**src/rtl/seq_cmd_arbiter_pkg.sv**
```systemverilog
// Shared types and constants for the sequencer command arbiter.
package seq_arb_pkg;

  localparam int unsigned CMD_W  = 2;
  localparam int unsigned HOLD_W = 4;
  localparam int unsigned CNT_W  = 8;

  typedef enum logic [CMD_W-1:0] {
    CMD_NOP        = 2'b00,
    CMD_RESTART    = 2'b01,
    CMD_PAUSE      = 2'b10,
    CMD_GOTO_THIRD = 2'b11
  } cmd_e;

  typedef enum logic [1:0] {
    ST_IDLE  = 2'd0,
    ST_DRIVE = 2'd1,
    ST_ACK   = 2'd2
  } state_e;

  // Level combination presented to the sequencer control inputs
  typedef struct packed {
    logic restart;
    logic pause;
    logic goto_third;
  } ctrl_t;

  // Map a command onto sequencer control levels
  function automatic ctrl_t decode_cmd(input cmd_e cmd);
    ctrl_t c;
    c = '0;
    case (cmd)
      CMD_RESTART:    c.restart = 1'b1;
      CMD_PAUSE:      c.pause   = 1'b1;
      CMD_GOTO_THIRD: begin
        c.restart    = 1'b1;
        c.goto_third = 1'b1;
      end
      default:        c = '0;
    endcase
    return c;
  endfunction

endpackage

```
**src/rtl/seq_cmd_arbiter_if.sv**
```systemverilog
// Requester handshake and sequencer control bundle.
// Optional cmd_count member present only with SEQ_ARB_COUNT_EN.
interface seq_cmd_arbiter_if;
  import seq_arb_pkg::*;

  logic                req0;
  logic [CMD_W-1:0]    cmd0;
  logic                ack0;
  logic                req1;
  logic [CMD_W-1:0]    cmd1;
  logic                ack1;
  logic                restart;
  logic                pause;
  logic                goto_third;
  logic                busy;
  logic                grant_id;
`ifdef SEQ_ARB_COUNT_EN
  logic [CNT_W-1:0]    cmd_count;
`endif

  // Arbiter side
  modport slave (
    input  req0, cmd0, req1, cmd1,
    output ack0, ack1, restart, pause, goto_third, busy, grant_id
`ifdef SEQ_ARB_COUNT_EN
    , output cmd_count
`endif
  );

  // Requester / observer side
  modport master (
    output req0, cmd0, req1, cmd1,
    input  ack0, ack1, restart, pause, goto_third, busy, grant_id
`ifdef SEQ_ARB_COUNT_EN
    , input cmd_count
`endif
  );

endinterface

```
**src/rtl/seq_cmd_arbiter_rr_arb2.sv**
```systemverilog
// Two-way round-robin arbiter; last_grant is held by the parent.
module rr_arb2 (
  input  logic req0,
  input  logic req1,
  input  logic last_grant,
  output logic valid,
  output logic winner
);

  // On a tie the requester that did not win last time gets the grant
  always_comb begin
    valid  = req0 | req1;
    winner = (req0 & req1) ? ~last_grant : req1;
  end

endmodule

```
**src/rtl/seq_cmd_arbiter.sv**
```systemverilog
// Command controller driving the three-bit sequencer control lines.
// Two requesters, round-robin arbitration, fixed-length control pulses.
// Optional feature macro: SEQ_ARB_COUNT_EN (adds the cmd_count counter).
module seq_cmd_arbiter
  import seq_arb_pkg::*;
#(
  parameter int unsigned HOLD_CYCLES  = 1,
  parameter int unsigned PAUSE_CYCLES = 2
) (
  input  logic             clk,
  input  logic             rst_n,
  seq_cmd_arbiter_if.slave bus
);

  localparam logic [1:0] S_IDLE  = ST_IDLE;
  localparam logic [1:0] S_DRIVE = ST_DRIVE;
  localparam logic [1:0] S_ACK   = ST_ACK;

  logic [1:0]        state_q, state_d;
  logic [HOLD_W-1:0] hold_cnt_q, hold_cnt_d;
  cmd_e              cmd_q, cmd_d;
  ctrl_t             ctrl_q, ctrl_d;
  logic              ack0_q, ack0_d;
  logic              ack1_q, ack1_d;
  logic              busy_q, busy_d;
  logic              grant_id_q, grant_id_d;
  logic              last_grant_q, last_grant_d;
`ifdef SEQ_ARB_COUNT_EN
  logic [CNT_W-1:0]  cmd_count_q, cmd_count_d;
`endif

  logic arb_valid;
  logic arb_winner;
  cmd_e win_cmd;

  rr_arb2 u_rr_arb2 (
    .req0       (bus.req0),
    .req1       (bus.req1),
    .last_grant (last_grant_q),
    .valid      (arb_valid),
    .winner     (arb_winner)
  );

  // Hold length loaded when a command is granted
  function automatic logic [HOLD_W-1:0] hold_load(input cmd_e cmd);
    return (cmd == CMD_PAUSE) ? HOLD_W'(PAUSE_CYCLES) : HOLD_W'(HOLD_CYCLES);
  endfunction

  // Select the winning requester's command
  always_comb begin
    win_cmd = arb_winner ? cmd_e'(bus.cmd1) : cmd_e'(bus.cmd0);
  end

  // Next-state and registered-output decode
  always_comb begin
    state_d      = state_q;
    hold_cnt_d   = hold_cnt_q;
    cmd_d        = cmd_q;
    ctrl_d       = '0;
    ack0_d       = 1'b0;
    ack1_d       = 1'b0;
    grant_id_d   = grant_id_q;
    last_grant_d = last_grant_q;
`ifdef SEQ_ARB_COUNT_EN
    cmd_count_d  = cmd_count_q;
`endif

    case (state_q)
      S_IDLE: begin
        if (arb_valid) begin
          cmd_d        = win_cmd;
          grant_id_d   = arb_winner;
          last_grant_d = arb_winner;
          if (win_cmd == CMD_NOP) begin
            state_d = S_ACK;
            ack0_d  = ~arb_winner;
            ack1_d  = arb_winner;
          end else begin
            state_d    = S_DRIVE;
            hold_cnt_d = hold_load(win_cmd);
            ctrl_d     = decode_cmd(win_cmd);
          end
        end
      end

      S_DRIVE: begin
        if (hold_cnt_q <= HOLD_W'(1)) begin
          // Last hold cycle is ending: release the lines and acknowledge
          state_d    = S_ACK;
          hold_cnt_d = '0;
          ack0_d     = ~grant_id_q;
          ack1_d     = grant_id_q;
`ifdef SEQ_ARB_COUNT_EN
          cmd_count_d = cmd_count_q + CNT_W'(1);
`endif
        end else begin
          hold_cnt_d = hold_cnt_q - HOLD_W'(1);
          ctrl_d     = decode_cmd(cmd_q);
        end
      end

      S_ACK: begin
        state_d = S_IDLE;
      end

      default: begin
        state_d = S_IDLE;
      end
    endcase

    busy_d = (state_d != S_IDLE);
  end

  // State and output registers
  always_ff @(posedge clk or negedge rst_n) begin
    if (!rst_n) begin
      state_q      <= S_IDLE;
      hold_cnt_q   <= '0;
      cmd_q        <= CMD_NOP;
      ctrl_q       <= '0;
      ack0_q       <= 1'b0;
      ack1_q       <= 1'b0;
      busy_q       <= 1'b0;
      grant_id_q   <= 1'b0;
      last_grant_q <= 1'b1;
    end else begin
      state_q      <= state_d;
      hold_cnt_q   <= hold_cnt_d;
      cmd_q        <= cmd_d;
      ctrl_q       <= ctrl_d;
      ack0_q       <= ack0_d;
      ack1_q       <= ack1_d;
      busy_q       <= busy_d;
      grant_id_q   <= grant_id_d;
      last_grant_q <= last_grant_d;
    end
  end

`ifdef SEQ_ARB_COUNT_EN
  // Count of acknowledged non-NOP commands, wraps naturally
  always_ff @(posedge clk or negedge rst_n) begin
    if (!rst_n) begin
      cmd_count_q <= '0;
    end else begin
      cmd_count_q <= cmd_count_d;
    end
  end

  assign bus.cmd_count = cmd_count_q;
`endif

  assign bus.restart    = ctrl_q.restart;
  assign bus.pause      = ctrl_q.pause;
  assign bus.goto_third = ctrl_q.goto_third;
  assign bus.ack0       = ack0_q;
  assign bus.ack1       = ack1_q;
  assign bus.busy       = busy_q;
  assign bus.grant_id   = grant_id_q;

endmodule

```
**src/flat_wrapper.sv**
```systemverilog
// flat-port wrapper written by rule: the top's interface ports become plain ports
module seq_cmd_arbiter_flat import seq_arb_pkg::*;
#(
  parameter int unsigned HOLD_CYCLES  = 1,
  parameter int unsigned PAUSE_CYCLES = 2
)
  (clk, rst_n, bus_req0, bus_cmd0, bus_req1, bus_cmd1, bus_ack0, bus_ack1, bus_restart, bus_pause, bus_goto_third, bus_busy, bus_grant_id);
  seq_cmd_arbiter_if bus_i ();
  input  logic clk;
  input  logic rst_n;
  input wire logic [$bits(bus_i.req0)-1:0] bus_req0;
  input wire logic [$bits(bus_i.cmd0)-1:0] bus_cmd0;
  input wire logic [$bits(bus_i.req1)-1:0] bus_req1;
  input wire logic [$bits(bus_i.cmd1)-1:0] bus_cmd1;
  output wire logic [$bits(bus_i.ack0)-1:0] bus_ack0;
  output wire logic [$bits(bus_i.ack1)-1:0] bus_ack1;
  output wire logic [$bits(bus_i.restart)-1:0] bus_restart;
  output wire logic [$bits(bus_i.pause)-1:0] bus_pause;
  output wire logic [$bits(bus_i.goto_third)-1:0] bus_goto_third;
  output wire logic [$bits(bus_i.busy)-1:0] bus_busy;
  output wire logic [$bits(bus_i.grant_id)-1:0] bus_grant_id;
  assign bus_i.req0 = bus_req0;
  assign bus_i.cmd0 = bus_cmd0;
  assign bus_i.req1 = bus_req1;
  assign bus_i.cmd1 = bus_cmd1;
  assign bus_ack0 = bus_i.ack0;
  assign bus_ack1 = bus_i.ack1;
  assign bus_restart = bus_i.restart;
  assign bus_pause = bus_i.pause;
  assign bus_goto_third = bus_i.goto_third;
  assign bus_busy = bus_i.busy;
  assign bus_grant_id = bus_i.grant_id;
  seq_cmd_arbiter #(.HOLD_CYCLES(HOLD_CYCLES), .PAUSE_CYCLES(PAUSE_CYCLES)) u_core (.clk(clk), .rst_n(rst_n), .bus(bus_i));
endmodule
```
**config.mk**
```make
export PLATFORM = sky130hd
export DESIGN_NAME = seq_cmd_arbiter_flat
export DESIGN_NICKNAME = d
export VERILOG_FILES = /design/src/rtl/seq_cmd_arbiter_pkg.sv /design/src/rtl/seq_cmd_arbiter_if.sv /design/src/rtl/seq_cmd_arbiter_rr_arb2.sv /design/src/rtl/seq_cmd_arbiter.sv /design/src/flat_wrapper.sv
export SDC_FILE = /design/constraint.sdc
export NUM_CORES = 1
export LEC_CHECK = 0
export ABC_CLOCK_PERIOD_IN_PS = 2100
export CORE_ASPECT_RATIO = 1.2
export CORE_MARGIN = 4
export CORE_UTILIZATION = 30
export CTS_BUF_LIST = sky130_fd_sc_hd__clkbuf_2
export DETAILED_ROUTE_END_ITERATION = 8
export GPL_TIMING_DRIVEN = 0
export HOLD_SLACK_MARGIN = 0.03
export SYNTH_ARGS = -nofsm -noshare
export SYNTH_HDL_FRONTEND = slang
export SYNTH_SLANG_ARGS = --single-unit
```
**constraint.sdc**
```tcl
create_clock -name clk -period 2.1 [get_ports clk]
set_input_delay 0.525 -clock clk [delete_from_list [all_inputs] [get_ports clk]]
set_output_delay 0.525 -clock clk [all_outputs]
set_load 0.05 [all_outputs]
```
# [Word level (Yosys, flattened, before mapping)]
# Index checks and enable logic that the tools add are counted.
[word_totals] ff_bits=16 latchBits=0 mem_bits_rw=0 romBits=0 output_inout_bits=7 memories=0
[classes] addsub=1 multipliers=0 div=0 order_cmp=1 eq_ne=9 shifts=0 n_mux=29 bitwise=5 reduce_logical=8
[ops] op="two-way mux 1 bit" count=13
[ops] op="two-way mux 4 bit" count=3
[ops] op="two-way mux 2 bit" count=5
[ops] op="two-way mux 3 bit" count=3
[ops] op="equality test 2 bit (second input constant)" count=4
[ops] op="case mux 4 bit (2 select lines)" count=1
[ops] op="equality test 2 x 1 -> 1 bit (second input constant)" count=3
[ops] op="case mux 3 bit (2 select lines)" count=1
[ops] op="<= comparator 4 x 1 -> 1 bit (second input constant)" count=1
[ops] op="logical NOT 2 bit" count=2
[ops] op="case mux 1 bit (2 select lines)" count=2
[ops] op="case mux 2 bit (2 select lines)" count=1
[ops] op="nonzero test 2 bit" count=2
[ops] op="OR reduction 2 bit" count=2
[ops] op="subtractor 4 x 1 -> 4 bit (second input constant)" count=1
[ops] op="inverter 1 bit" count=3
[ops] op="AND reduction 3 bit" count=1
[ops] op="!= test 2 x 1 -> 1 bit (second input constant)" count=1
[ops] op="!= test 2 bit (second input constant)" count=1
[ops] op="AND reduction 2 bit" count=1
[ops] op="AND 1 bit" count=1
[ops] op="bitwise OR 1 bit" count=1

# [Longest topological paths before layout]
[depth] depth_word=9 ltp_mapped=6 mapped_depth_nobuf=6

# [Modules after synthesis]
# Synthesis repeated with hierarchy kept, for this count alone.
[unflattened] cells_unflattened=74 area_unflattened_um2=780.7
[modules_own_cells] module="seq_cmd_arbiter" n_inst=1 cells_each=72 area_per_inst_um2=767.0 seq_area_each_um2=401.6
[modules_own_cells] module="rr_arb2" n_inst=1 cells_each=2 area_per_inst_um2=13.8 seq_area_each_um2=0.0

# [Least setup slack after synthesis]
# Ideal clock, no wire load.
[synth_path] path_kind="input -> register" start="input port bus_req0" end="register u_core.hold_cnt_q[1]" setup_ps=125 t_arrival_ps=1719 required_time_ps=1975 slack_ps=256 stages=5 path_buffers=1 cell_sequence="buf_4 > a21boi_4 > mux2_4 > a21boi_4 > mux2_4"
[synth_via] elab_chain_cells=8 elab_cells_between_ends=13 cone_classes="eq/ne (3); mux (6); bitwise (2); reduce/logical (2)"
[synth_lines] item="from (decl)" line="flat_wrapper.sv:11" source="input wire logic [$bits(bus_i.req0)-1:0] bus_req0;"
[synth_lines] item="AND 1 bit" line="seq_cmd_arbiter_rr_arb2.sv:13" source="winner = (req0 & req1) ? ~last_grant : req1;"
[synth_lines] item="two-way mux 1 bit" line="seq_cmd_arbiter_rr_arb2.sv:13"
[synth_lines] item="two-way mux 2 bit" line="seq_cmd_arbiter.sv:51" source="win_cmd = arb_winner ? cmd_e'(bus.cmd1) : cmd_e'(bus.cmd0);"
[synth_lines] item="equality test 2 bit" line="seq_cmd_arbiter.sv:46" source="return (cmd == CMD_PAUSE) ? HOLD_W'(PAUSE_CYCLES) : HOLD_W'(HOLD_CYCLES);"
[synth_lines] item="two-way mux 2 bit" line="seq_cmd_arbiter.sv:46"
[synth_lines] item="two-way mux 4 bit" line="seq_cmd_arbiter.sv:74" source="if (win_cmd == CMD_NOP) begin"
[synth_lines] item="two-way mux 4 bit" line="seq_cmd_arbiter.sv:70" source="if (arb_valid) begin"
[synth_lines] item="case mux 4 bit (2 select lines)" line="seq_cmd_arbiter.sv:68" source="case (state_q)"
[synth_lines] item="to (signal assigned)" line="seq_cmd_arbiter.sv:128" source="hold_cnt_q <= hold_cnt_d;"
[synth_lines] item="to (decl)" line="seq_cmd_arbiter.sv:20" source="logic [HOLD_W-1:0] hold_cnt_q, hold_cnt_d;"
# Parallel ways exist; a longest one is shown, timed or not. The select of a mux whose other input is x is not followed.
# A chain may end at the register's enable or synchronous reset.

# [Final worst setup path]
[layout_path] start="input port bus_req1" end="register u_core.hold_cnt_q[1]"
[layout_via] elab_chain_cells=8 elab_cells_between_ends=13 cone_classes="eq/ne (3); mux (6); bitwise (2); reduce/logical (2)"
[layout_lines] item="from (decl)" line="flat_wrapper.sv:13" source="input wire logic [$bits(bus_i.req1)-1:0] bus_req1;"
[layout_lines] item="AND 1 bit" line="seq_cmd_arbiter_rr_arb2.sv:13"
[layout_lines] item="two-way mux 1 bit" line="seq_cmd_arbiter_rr_arb2.sv:13"
[layout_lines] item="two-way mux 2 bit" line="seq_cmd_arbiter.sv:51"
[layout_lines] item="equality test 2 bit" line="seq_cmd_arbiter.sv:46"
[layout_lines] item="two-way mux 2 bit" line="seq_cmd_arbiter.sv:46"
[layout_lines] item="two-way mux 4 bit" line="seq_cmd_arbiter.sv:74"
[layout_lines] item="two-way mux 4 bit" line="seq_cmd_arbiter.sv:70"
[layout_lines] item="case mux 4 bit (2 select lines)" line="seq_cmd_arbiter.sv:68"
# Parallel ways exist; a longest one is shown, timed or not. The select of a mux whose other input is x is not followed.

==> impl_metrics.py <==
metrics = {
    "outcome": {
        "status": "finished, final reports clean",
    },
    "critical_path": {
        "crit_arrival_ns": 2.25,
        "cp_top_family": "multiplexers",
        "crit_path_end_kind": "flop",
        "path_depth": 5,
        "crit_path_cell_trace": "clkdlybuf4s50_1, a21boi_4, mux2_4, a21boi_4, mux2_4",
        "path_max_fanout": 6,
        "start_kind": "input pin",
        "cp_num_buf_inv": 1,
        "cpPeakStageDelay_ns": 0.59,
        "cp_slowest_cell": "clkdlybuf4s50_1",
        "reg2reg_depth": 4,
        "required_ns": 2.30,
        "critical_path_class": "input pin to flop",
    },
    "routing": {
        "ant_nets": 0,
        "via_per_inst": 4.77,
        "vias": 610,
        "wl_per_cell_um": 12.2,
        "drtPass1Iterations": 3,
        "detail_route.iter0.violations": 14,
        "drt_drc_violations_left": 0,
        "routed_wl_mm": 1.56,
    },
    "global_route": {
        "grtUsageTotal_pct": 9.25,
        "grt_pass1_vias": 623,
        "antenna_found_initial": 0,
        "grt_max_degree": 17,
        "grt_pass1_wl_mm": 2.68,
        "gr-total-overflow": 0,
    },
    "place": {
        "port_buffers": 13,
        "place_area_um2": 1000,
        "dp_hpwl_mm": 1.18,
        "place_congestion": 0.732,
    },
    "finish": {
        "final_layout_size_suffix_gt1_share_pct": 12.6,
        "most-common-layout-cells": "dfrtp_1, clkdlybuf4s50_1, inv_1, o21ai_0, nor2_1",
        "nets": 106,
        "final_common_cell": "dfrtp_1",
        "areaGrowthSynthToFinish_pct": 24.3,
        "diodes": 0,
        "final_core_util_pct": 39.6,
        "fin_area_um2": 1030,
    },
    "clock_tree": {
        "clock-sinks": 16,
        "cts_made_buffers": 3,
        "ctsRootBufferMaster": "clkbuf_2",
        "clockBufferDepth": 2,
        "clkTransAtPathRegs_ns": 0.16,
        "cts_tree": "built",
        "clkLatencyLatePin_ns": 0.29,
        "htree_levels": 1,
    },
    "die": {
        "io_pins": 15,
        "die_h_um": 65.6,
        "core.rowCount": 20,
        "fp.coreArea_um2": 2600,
        "dieWidth_um": 56.0,
        "dieArea_um2": 3670,
        "start_util_pct": 31.9,
    },
    "timing": {
        "relSlewSlack_pct": 51.1,
        "report.final.hold_viol_count": 0,
        "finalSetupTns_ns": 0,
        "worstMarginPinSlew_ns": 0.731,
        "setup_viol": 0,
        "drv_slew": 0,
        "fmax_mhz": 489,
        "skew_ns": 0.0125,
        "fin_crit_sh_pct": 97.5,
        "grt_setup_unrepaired": "false",
        "min_period_ns": 2.05,
    },
    "synth": {
        "synth.distinct_cells": 31,
        "ys_seq_area_share_pct": 48.4,
        "ys_top_cells_by_area": "dfrtp_1, mux2i_1, a21boi_4",
        "syn-num-nets": 87,
        "synth_top_area_cell": "dfrtp_1",
        "synth_top_area_share_pct": 45.2,
        "syn_area_um2": 830,
        "avgSynthCellArea_um2": 10.8,
        "yosysWarnings": 0,
        "netlist_instances": 77,
        "ys_ff_latch": 16,
    },
    "run": {
        "cap_violations": 0,
    },
    "worst_hold_path": {
        "hold_path.class": "input pin to flop",
        "whs_path_depth": 2,
    },
    "pwr": {
        "power_uw": 1520,
        "peakVddDrop_uv": 602,
        "leakage_uw": 0.000471,
        "power.density_nw_per_um2": 1470,
    },
}
==> power breakdown <==
group,internal [uW],leakage (uW),switching [uW]
registers,449,0.000200,124
clock network,50.5,0.0000166,96.8
logic,325,0.000254,474
total,824,0.000471,694
==> final timing paths <==
check | from | endpoint | slack [ns]
max | bus_req1 | u_core.hold_cnt_q[1] | 0.05
min | bus_req0 | u_core.last_grant_q | 0.45
max reg2reg | u_core.last_grant_q | u_core.hold_cnt_q[1] | 0.45
min reg2reg | u_core.cmd_q[0] | u_core.bus.pause | 0.48
max in group asynchronous | rst_n | u_core.bus.grant_id | 0.99
min in group asynchronous | rst_n | u_core.hold_cnt_q[0] | 0.64
==> cells by family after synthesis <==
| kind of cell | after synthesis | synth area share, % |
|---|---|---|
| AOI/OAI and AO/OA | 24 | 21.7 |
| and+or+nand+nor | 21 | 14.3 |
| DFF | 16 | 48.4 |
| buffers and inverters | 8 | 4.07 |
| muxes | 6 | 8.45 |
| adders and majority gates | 2 | 3.02 |
==> synth_stat cells <==
master / number
buf_4: 1
o31a_1: 1
and2b_1: 1
nor3_1: 2
dfstp_2: 1
nand3_1: 1
nor2_1: 6
nor2b_1: 2
a21oi_1: 2
nand2_1: 4
mux2i_1: 4
inv_1: 7
a32o_1: 1
dfrtp_1: 15
o22ai_1: 2
or4_1: 1
o21ai_0: 7
nor4_1: 1
o2111ai_1: 1
nand2b_1: 2
o32ai_1: 1
o21ai_1: 1
o31ai_1: 1
ha_1: 2
a31oi_1: 2
a21o_1: 1
a22oi_1: 1
a21boi_4: 2
mux2_4: 2
nor2_8: 1
o2bb2ai_1: 1
==> layout make-up <==
type | count | area, um2
Fill cell | 274 | 1570
Sequential cell | 16 | 402
Multi-Input combinational cell | 53 | 394
Timing Repair Buffer | 14 | 140
Tap cell | 33 | 41.3
Inverter | 7 | 26.3
Clock buffer | 4 | 20.0
Buffer | 1 | 7.51
==> state kept, by name (all words and copies together), names as in the netlist <==
name and cells:
u_core.hold_cnt_q 4, u_core.cmd_q 2, u_core.state_q 2, u_core.bus.ack0 1, u_core.bus.ack1 1, u_core.bus.busy 1
u_core.bus.goto_third 1, u_core.bus.grant_id 1, u_core.bus.pause 1, u_core.bus.restart 1, u_core.last_grant_q 1
==> stage by stage <==
stage / std cells / setup WS, ns / hold slack, ns
final: 128 / 0.0530 / 0.454
after global routing: 128 / 0.0232 / 0.431
after CTS: 128 / 0.0362 / 0.444
after detailed placement: 123 / -0.368 / 0.466
after global placement: 123 / -0.353 / 0.466
after floorplan: 77 / 0.256 / 0.229
==> worst register-to-register path, cell delays in order (launching register included) <==
cell and delay, ns:
dfstp_2 0.62, a21boi_4 0.07, mux2_4 0.33, a21boi_4 0.23, mux2_4 0.32
==> routing by layer <==
layer	global-route usage, %	part of all wire (%)	vias up
met3	1.77	3.7	2
li1	-	-	314
met4	4.45	1.2	0
met5	0	0	-
met1	10.1	46	282
met2	17.0	49	12
==> what timing repair did <==
action                     4_1_cts  5_1_grt
setup endpoints to repair        1        1
hold buffers                     0        0
resized for setup                0        1
buffers inserted                 1        0
(Power assumes the default switching activity.)
